### src/rtl/cmd_encoder.sv
// rtl/cmd_encoder.sv - push-button to command-burst encoder (optional auto-repeat: CMD_AUTOREPEAT_EN)
module cmd_encoder #(
    parameter logic [15:0] DEBOUNCE_CYCLES = 16'd50000,
    parameter logic [7:0]  HOLD_CYCLES     = 8'd4,
    parameter logic [7:0]  GAP_CYCLES      = 8'd4,
    parameter logic [23:0] REPEAT_CYCLES   = 24'd13500000
) (
    input  logic       clk,
    input  logic       rst_n,
    input  logic [5:0] btn,
    output logic [7:0] cmd,
    output logic       busy,
    output logic [5:0] pend
);

    localparam int DW = $clog2(DEBOUNCE_CYCLES) + 1;
    localparam int HW = $clog2(HOLD_CYCLES) + 1;
    localparam int GW = $clog2(GAP_CYCLES) + 1;
    localparam logic [DW-1:0] DEB_LAST  = DW'(DEBOUNCE_CYCLES - 16'd1);
    localparam logic [HW-1:0] HOLD_LAST = HW'(HOLD_CYCLES - 8'd1);
    localparam logic [GW-1:0] GAP_LAST  = GW'(GAP_CYCLES - 8'd1);

    typedef enum logic [1:0] {IDLE, SEND, GAP} state_t;

    state_t        state, state_d;
    logic [5:0]    s_meta, s_sync, deb, deb_q, press, pick, clr, rep_set, pend_d;
    logic [DW-1:0] deb_cnt [6];
    logic [HW-1:0] hold_cnt, hold_d;
    logic [GW-1:0] gap_cnt, gap_d;
    logic [7:0]    cmd_d;
    logic          busy_d, load;

    function automatic logic [7:0] code_of(input logic [5:0] onehot);
        case (onehot)
            6'b000001: code_of = 8'h77;
            6'b000010: code_of = 8'h65;
            6'b000100: code_of = 8'h70;
            6'b001000: code_of = 8'h64;
            6'b010000: code_of = 8'h62;
            6'b100000: code_of = 8'h73;
            default:   code_of = 8'h00;
        endcase
    endfunction

    // Synchroniser and per-button debounce: a level is accepted only after
    // DEBOUNCE_CYCLES consecutive disagreeing samples.
    always_ff @(posedge clk or negedge rst_n) begin
        if (!rst_n) begin
            s_meta <= '0;
            s_sync <= '0;
            deb    <= '0;
            deb_q  <= '0;
            for (int i = 0; i < 6; i++) deb_cnt[i] <= '0;
        end else begin
            s_meta <= btn;
            s_sync <= s_meta;
            deb_q  <= deb;
            for (int i = 0; i < 6; i++) begin
                if (s_sync[i] == deb[i]) begin
                    deb_cnt[i] <= '0;
                end else if (deb_cnt[i] == DEB_LAST) begin
                    deb[i]     <= s_sync[i];
                    deb_cnt[i] <= '0;
                end else begin
                    deb_cnt[i] <= deb_cnt[i] + DW'(1);
                end
            end
        end
    end

    assign press = deb & ~deb_q;

`ifdef CMD_AUTOREPEAT_EN
    localparam int RW = $clog2(REPEAT_CYCLES) + 1;
    localparam logic [RW-1:0] REP_LAST = RW'(REPEAT_CYCLES - 24'd1);

    logic [RW-1:0] rep_cnt;
    logic          rep_arm;

    assign rep_arm = (state == IDLE) && (pend == '0) && (|deb);
    assign rep_set = (rep_arm && rep_cnt == REP_LAST) ? (deb & (~deb + 6'd1)) : '0;

    always_ff @(posedge clk or negedge rst_n) begin
        if (!rst_n) begin
            rep_cnt <= '0;
        end else if (rep_arm && rep_cnt != REP_LAST) begin
            rep_cnt <= rep_cnt + RW'(1);
        end else begin
            rep_cnt <= '0;
        end
    end
`else
    // Without auto-repeat REPEAT_CYCLES has no effect.
    assign rep_set = 6'(REPEAT_CYCLES & 24'd0);
`endif

    // Lowest set bit wins, so wake has the highest priority.
    assign pick = pend & (~pend + 6'd1);
    assign load = (|pend) && ((state == IDLE) || (state == GAP && gap_cnt == GAP_LAST));

    always_comb begin
        state_d = state;
        cmd_d   = cmd;
        busy_d  = busy;
        hold_d  = hold_cnt;
        gap_d   = gap_cnt;
        clr     = '0;
        if (load) begin
            clr     = pick;
            cmd_d   = code_of(pick);
            busy_d  = 1'b1;
            hold_d  = '0;
            gap_d   = '0;
            state_d = SEND;
        end else begin
            case (state)
                IDLE: ;
                SEND: begin
                    if (hold_cnt == HOLD_LAST) begin
                        cmd_d   = 8'h00;
                        hold_d  = '0;
                        gap_d   = '0;
                        state_d = GAP;
                    end else begin
                        hold_d = hold_cnt + HW'(1);
                    end
                end
                GAP: begin
                    if (gap_cnt == GAP_LAST) begin
                        gap_d   = '0;
                        busy_d  = 1'b0;
                        state_d = IDLE;
                    end else begin
                        gap_d = gap_cnt + GW'(1);
                    end
                end
                default: begin
                    cmd_d   = 8'h00;
                    busy_d  = 1'b0;
                    state_d = IDLE;
                end
            endcase
        end
        // A new press on the same edge as its own clear keeps the bit set.
        pend_d = (pend & ~clr) | press | rep_set;
    end

    always_ff @(posedge clk or negedge rst_n) begin
        if (!rst_n) begin
            state    <= IDLE;
            cmd      <= 8'h00;
            busy     <= 1'b0;
            pend     <= '0;
            hold_cnt <= '0;
            gap_cnt  <= '0;
        end else begin
            state    <= state_d;
            cmd      <= cmd_d;
            busy     <= busy_d;
            pend     <= pend_d;
            hold_cnt <= hold_d;
            gap_cnt  <= gap_d;
        end
    end

endmodule

### config.mk
export PLATFORM = sky130hd
export DESIGN_NAME = cmd_encoder
export DESIGN_NICKNAME = d
export VERILOG_FILES = /design/src/rtl/cmd_encoder.sv
export SDC_FILE = /design/constraint.sdc
export NUM_CORES = 1
export LEC_CHECK = 0
export BUFFER_PORTS_ARGS = -buffer_cell sky130_fd_sc_hd__buf_2
export CAP_MARGIN = 20
export CORE_UTILIZATION = 49
export CTS_CLUSTER_SIZE = 12
export DETAILED_ROUTE_END_ITERATION = 6
export GPL_TIMING_DRIVEN = 0
export PLACE_DENSITY = 0.65
export SYNTH_ARGS = -nofsm -noshare
export SYNTH_HDL_FRONTEND = slang
export SYNTH_SLANG_ARGS = --single-unit
### constraint.sdc
create_clock -name clk -period 1.9 [get_ports clk]
set_clock_uncertainty 0.05 [all_clocks]
set_input_delay 0.285 -clock clk [delete_from_list [all_inputs] [get_ports clk]]
set_output_delay 0.285 -clock clk [all_outputs]
set_load 0.05 [all_outputs]
==> results_dict.tcl <==
set metrics [dict create \
    wire_per_inst_um 14.11 \
    cap_violations 0 \
    die_y_um 119.4 \
    tritoncts "built" \
    firstDrtPassIters 4 \
    layout.cells.non_filler 906 \
    drt_wl_total_um 12780 \
    grt_pass1_wl_um 22430 \
    design.core.area_sq_mm 0.01335 \
    synth.top_cells.by_area "sky130_fd_sc_hd__dfrtp_1 (54%), sky130_fd_sc_hd__xnor2_1 (9.6%), sky130_fd_sc_hd__nor2_1 (7.1%)" \
    r2r-start "deb_cnt[13]" \
    hold_path_class "reg -> reg" \
    drt.antenna.violating_nets 0 \
    sw_share 0.2116 \
    finalSetupViolations 0 \
    worstHoldPathCells 0 \
    vias_per_cell 5.334 \
    criticalPathCategory "reg -> reg" \
    post-synth-top-area-cell "sky130_fd_sc_hd__dfrtp_1" \
    cp_data_arrival_time_ns 2.11 \
    timing.final.hold_violations 0 \
    grt-ovfl-total 0 \
    r2r_slack_ns 0.04 \
    ir_drop_uv 690.3 \
    synth.avg_cell_area_sq_um 10.25 \
    timing.max_slew.rel_slack 0.5895 \
    hp-start "s_meta[5]" \
    synth_largest_type_area_fraction 0.5414 \
    clockRootBuffer "sky130_fd_sc_hd__clkbuf_16" \
    finalInstanceArea_sq_mm 0.007953 \
    leakage_component_of_the_power_uw 0.003305 \
    reg2reg_to "deb[5]" \
    cts_num_sinks 146 \
    critPathLaunchType "flop" \
    drive_above_1_share 0.1384 \
    cell_count_after_synthesis 658 \
    crit_path_end_kind "flop" \
    synth.ff_latch_count 146 \
    holdPathEnd "s_sync[5]" \
    power.share.combinational 0.036 \
    finalMaxSlewViolations 0 \
    synth_sequential_area_ratio 0.5414 \
    finalPower_uw 6632 \
    io_pins 23 \
    detailedPlacementHpwl_um 8469 \
    dpl_cell_area_sq_mm 0.007118 \
    grt_start_max_net_pins 92 \
    final_clock_period_utilization_by_the_worst_path 0.9804 \
    number_of_placement_rows 42 \
    cts_max_level 4 \
    timing.final.crit_period_ns 1.863 \
    buffer_ports.inserted 20 \
    place_worst_setup_slack_ns -0.3477 \
    run_status "finished, final reports clean" \
    clockPowerShare 0.482 \
    synthesis.area_sq_mm 0.006748 \
    switchingPower_uw 1403 \
    placed_cells 856 \
    gp_congestion 0.8219 \
    layout.nets 734 \
    grt_pass1_vias 4893 \
    cts-root-to-sink-buffers 2 \
    dr.first_iter.drc_count 341 \
    clk_transition_reported_paths_ns 0.06 \
    die-width_um 119.4 \
    synth_cell_type_count 48 \
    start_util 0.5055 \
    synth_edf_count 0 \
    ys_warn_count 0 \
    power_density_mw_per_mm2 833.9 \
    worst_skew_pair_latency_ns 0.42 \
    most-common-layout-cells "sky130_fd_sc_hd__dfrtp_1 (144), sky130_fd_sc_hd__nor2_1 (128), sky130_fd_sc_hd__xnor2_1 (74), sky130_fd_sc_hd__nand2_1 (34), sky130_fd_sc_hd__inv_1 (31)" \
    worst_slew_pin_tran_ns 0.6101 \
    ys_async_sr_fraction 1.000 \
    most_common_library_cell_in_the_layout_ignoring_fill_and_taps "sky130_fd_sc_hd__dfrtp_1" \
    ff2ff_path_depth 3 \
    critical_path.max_fanout 5 \
    cts-buffers-inserted 17 \
    routed-via-count 4833 \
    postSynth.topFlopCell "sky130_fd_sc_hd__dfrtp_1" \
    antenna_found_initial 0 \
    critPathRequiredTime_ns 2.15 \
    upper_clock_frequency_limit_mhz 536.8 \
    grt_setup_unrepaired "yes" \
    die_area_sq_mm 0.01424 \
    grt_use_total 0.1974 \
    power_frac_seq 0.482 \
    layout-area-overhead-vs-synth_pct 17.86 \
    intPower_uw 5229 \
    post_route_drc_violation_count 0 \
    n_antenna_cell 0 \
    final.setup.worst_slack_ns 0.03722 \
]
==> worst max-delay path by stage <==
stage	from	end	slack [ns]	depth (start not counted)
finish	deb_cnt[13]	deb[5]	0.04	3
global route	deb_cnt[38]	deb_cnt[50]	-0.07	4
CTS	deb_cnt[51]	deb_cnt[62]	0.004	6
detailed placement	deb_cnt[51]	deb_cnt[62]	-0.35	6
global placement	rst_n	deb_cnt[79]	-1.53	1
floorplan	deb_cnt[13]	deb_cnt[11]	0.03	4
==> routing by layer <==
metal / track usage / vias up / share of wire
met5: 0 / - / 0
met1: 0.2532 / 2362 / 0.46
met2: 0.3187 / 58 / 0.48
li1: - / 2394 / -
met4: 0.07266 / 0 / 0.015
met3: 0.05603 / 19 / 0.037
==> critical path: stages, from the launching register on <==
cell and delay [ns]:
sky130_fd_sc_hd__dfrtp_2 0.44, sky130_fd_sc_hd__or4_4 0.58, sky130_fd_sc_hd__nor4_2 0.31, sky130_fd_sc_hd__mux2_2 0.37
==> timing repair <==
| action | CTS | global route |
|---|---|---|
| gates resized for setup | 8 | 11 |
| pin swaps | 4 | 5 |
| hold endpoints to repair | 61 | 0 |
| hold buffers | 7 | 0 |
| setup endpoints to repair | 76 | 61 |
| setup buffers | 7 | 5 |
==> kinds of logic after synthesis <==
kind of cell / after synthesis / share of synthesized area
fa+ha+maj: 8 / 0.01483
simple gates: 308 / 0.2227
mux: 7 / 0.01150
compound gates: 51 / 0.05971
xor+xnor: 92 / 0.1194
flops: 146 / 0.5414
buf+inv: 45 / 0.02985
other cells: 1 / 0.0005557
==> cell type report <==
class,count,area [sq um]
Multi-Input combinational cell,468,2995
Tap cell,176,220.2
Fill cell,1145,5395
Clock buffer,21,460.4
Clock inverter,10,110.1
Buffer,14,100.1
Sequential cell,146,3656
Inverter,31,116.4
Timing Repair Buffer,40,294.0
==> power groups by stage <==
stage	clock, uW	combinational (uW)	sequential, uW
2_1_floorplan	0	107	3240
3_3_place_gp	0	192	3250
3_5_place_dp	0	206	3250
4_1_cts	3280	235	3190
5_1_grt	3410	273	3200
6_report	3200	238	3190
==> synth_stat cells (2+ instances only) <==
cell / instances
sky130_fd_sc_hd__o22ai_1: 2
sky130_fd_sc_hd__clkbuf_1: 3
sky130_fd_sc_hd__and3_1: 2
sky130_fd_sc_hd__xnor2_1: 74
sky130_fd_sc_hd__nor4b_1: 3
sky130_fd_sc_hd__buf_6: 2
sky130_fd_sc_hd__nand2b_1: 3
sky130_fd_sc_hd__o21ai_0: 13
sky130_fd_sc_hd__dfrtp_1: 146
sky130_fd_sc_hd__o2bb2ai_1: 5
sky130_fd_sc_hd__nor4_1: 34
sky130_fd_sc_hd__xor2_1: 18
sky130_fd_sc_hd__nand4_1: 30
sky130_fd_sc_hd__mux2_2: 6
sky130_fd_sc_hd__or4_1: 4
sky130_fd_sc_hd__or3_1: 6
sky130_fd_sc_hd__ha_1: 8
sky130_fd_sc_hd__nand2_1: 34
sky130_fd_sc_hd__a21oi_1: 11
sky130_fd_sc_hd__buf_2: 5
sky130_fd_sc_hd__a21o_1: 3
sky130_fd_sc_hd__or3b_2: 2
sky130_fd_sc_hd__a211oi_1: 2
sky130_fd_sc_hd__o21ai_2: 2
sky130_fd_sc_hd__nor2_1: 128
sky130_fd_sc_hd__o31ai_1: 4
sky130_fd_sc_hd__nand4b_1: 2
sky130_fd_sc_hd__nand3_1: 32
sky130_fd_sc_hd__and4_1: 2
sky130_fd_sc_hd__inv_1: 31
sky130_fd_sc_hd__or4_4: 2
sky130_fd_sc_hd__o41ai_4: 3
sky130_fd_sc_hd__nor3_1: 18
sky130_fd_sc_hd__nor2b_1: 2
sky130_fd_sc_hd__buf_4: 3
==> stage by stage <==
step	TNS, ns	utilization	hold WS, ns
after floorplan	0	-	-0.06059
after global placement	-229.61	0.5307	0.2868
after detailed placement	-9.689	0.5333	0.2320
after CTS	0	0.5886	0.3057
after global routing	-0.09475	0.5958	0.3151
final	0	0.5958	0.3040
==> sequential cells by signal (all words and copies together), names as in the netlist <==
| register | flops |
|---|---|
| state | 2 |
| s_sync | 6 |
| gap_cnt | 3 |
| busy | 1 |
| pend | 6 |
| cmd | 5 |
| s_meta | 6 |
| deb | 6 |
| deb_q | 6 |
| deb_cnt | 102 |
| hold_cnt | 3 |
Note: power is estimated with default switching activity, not from simulation.
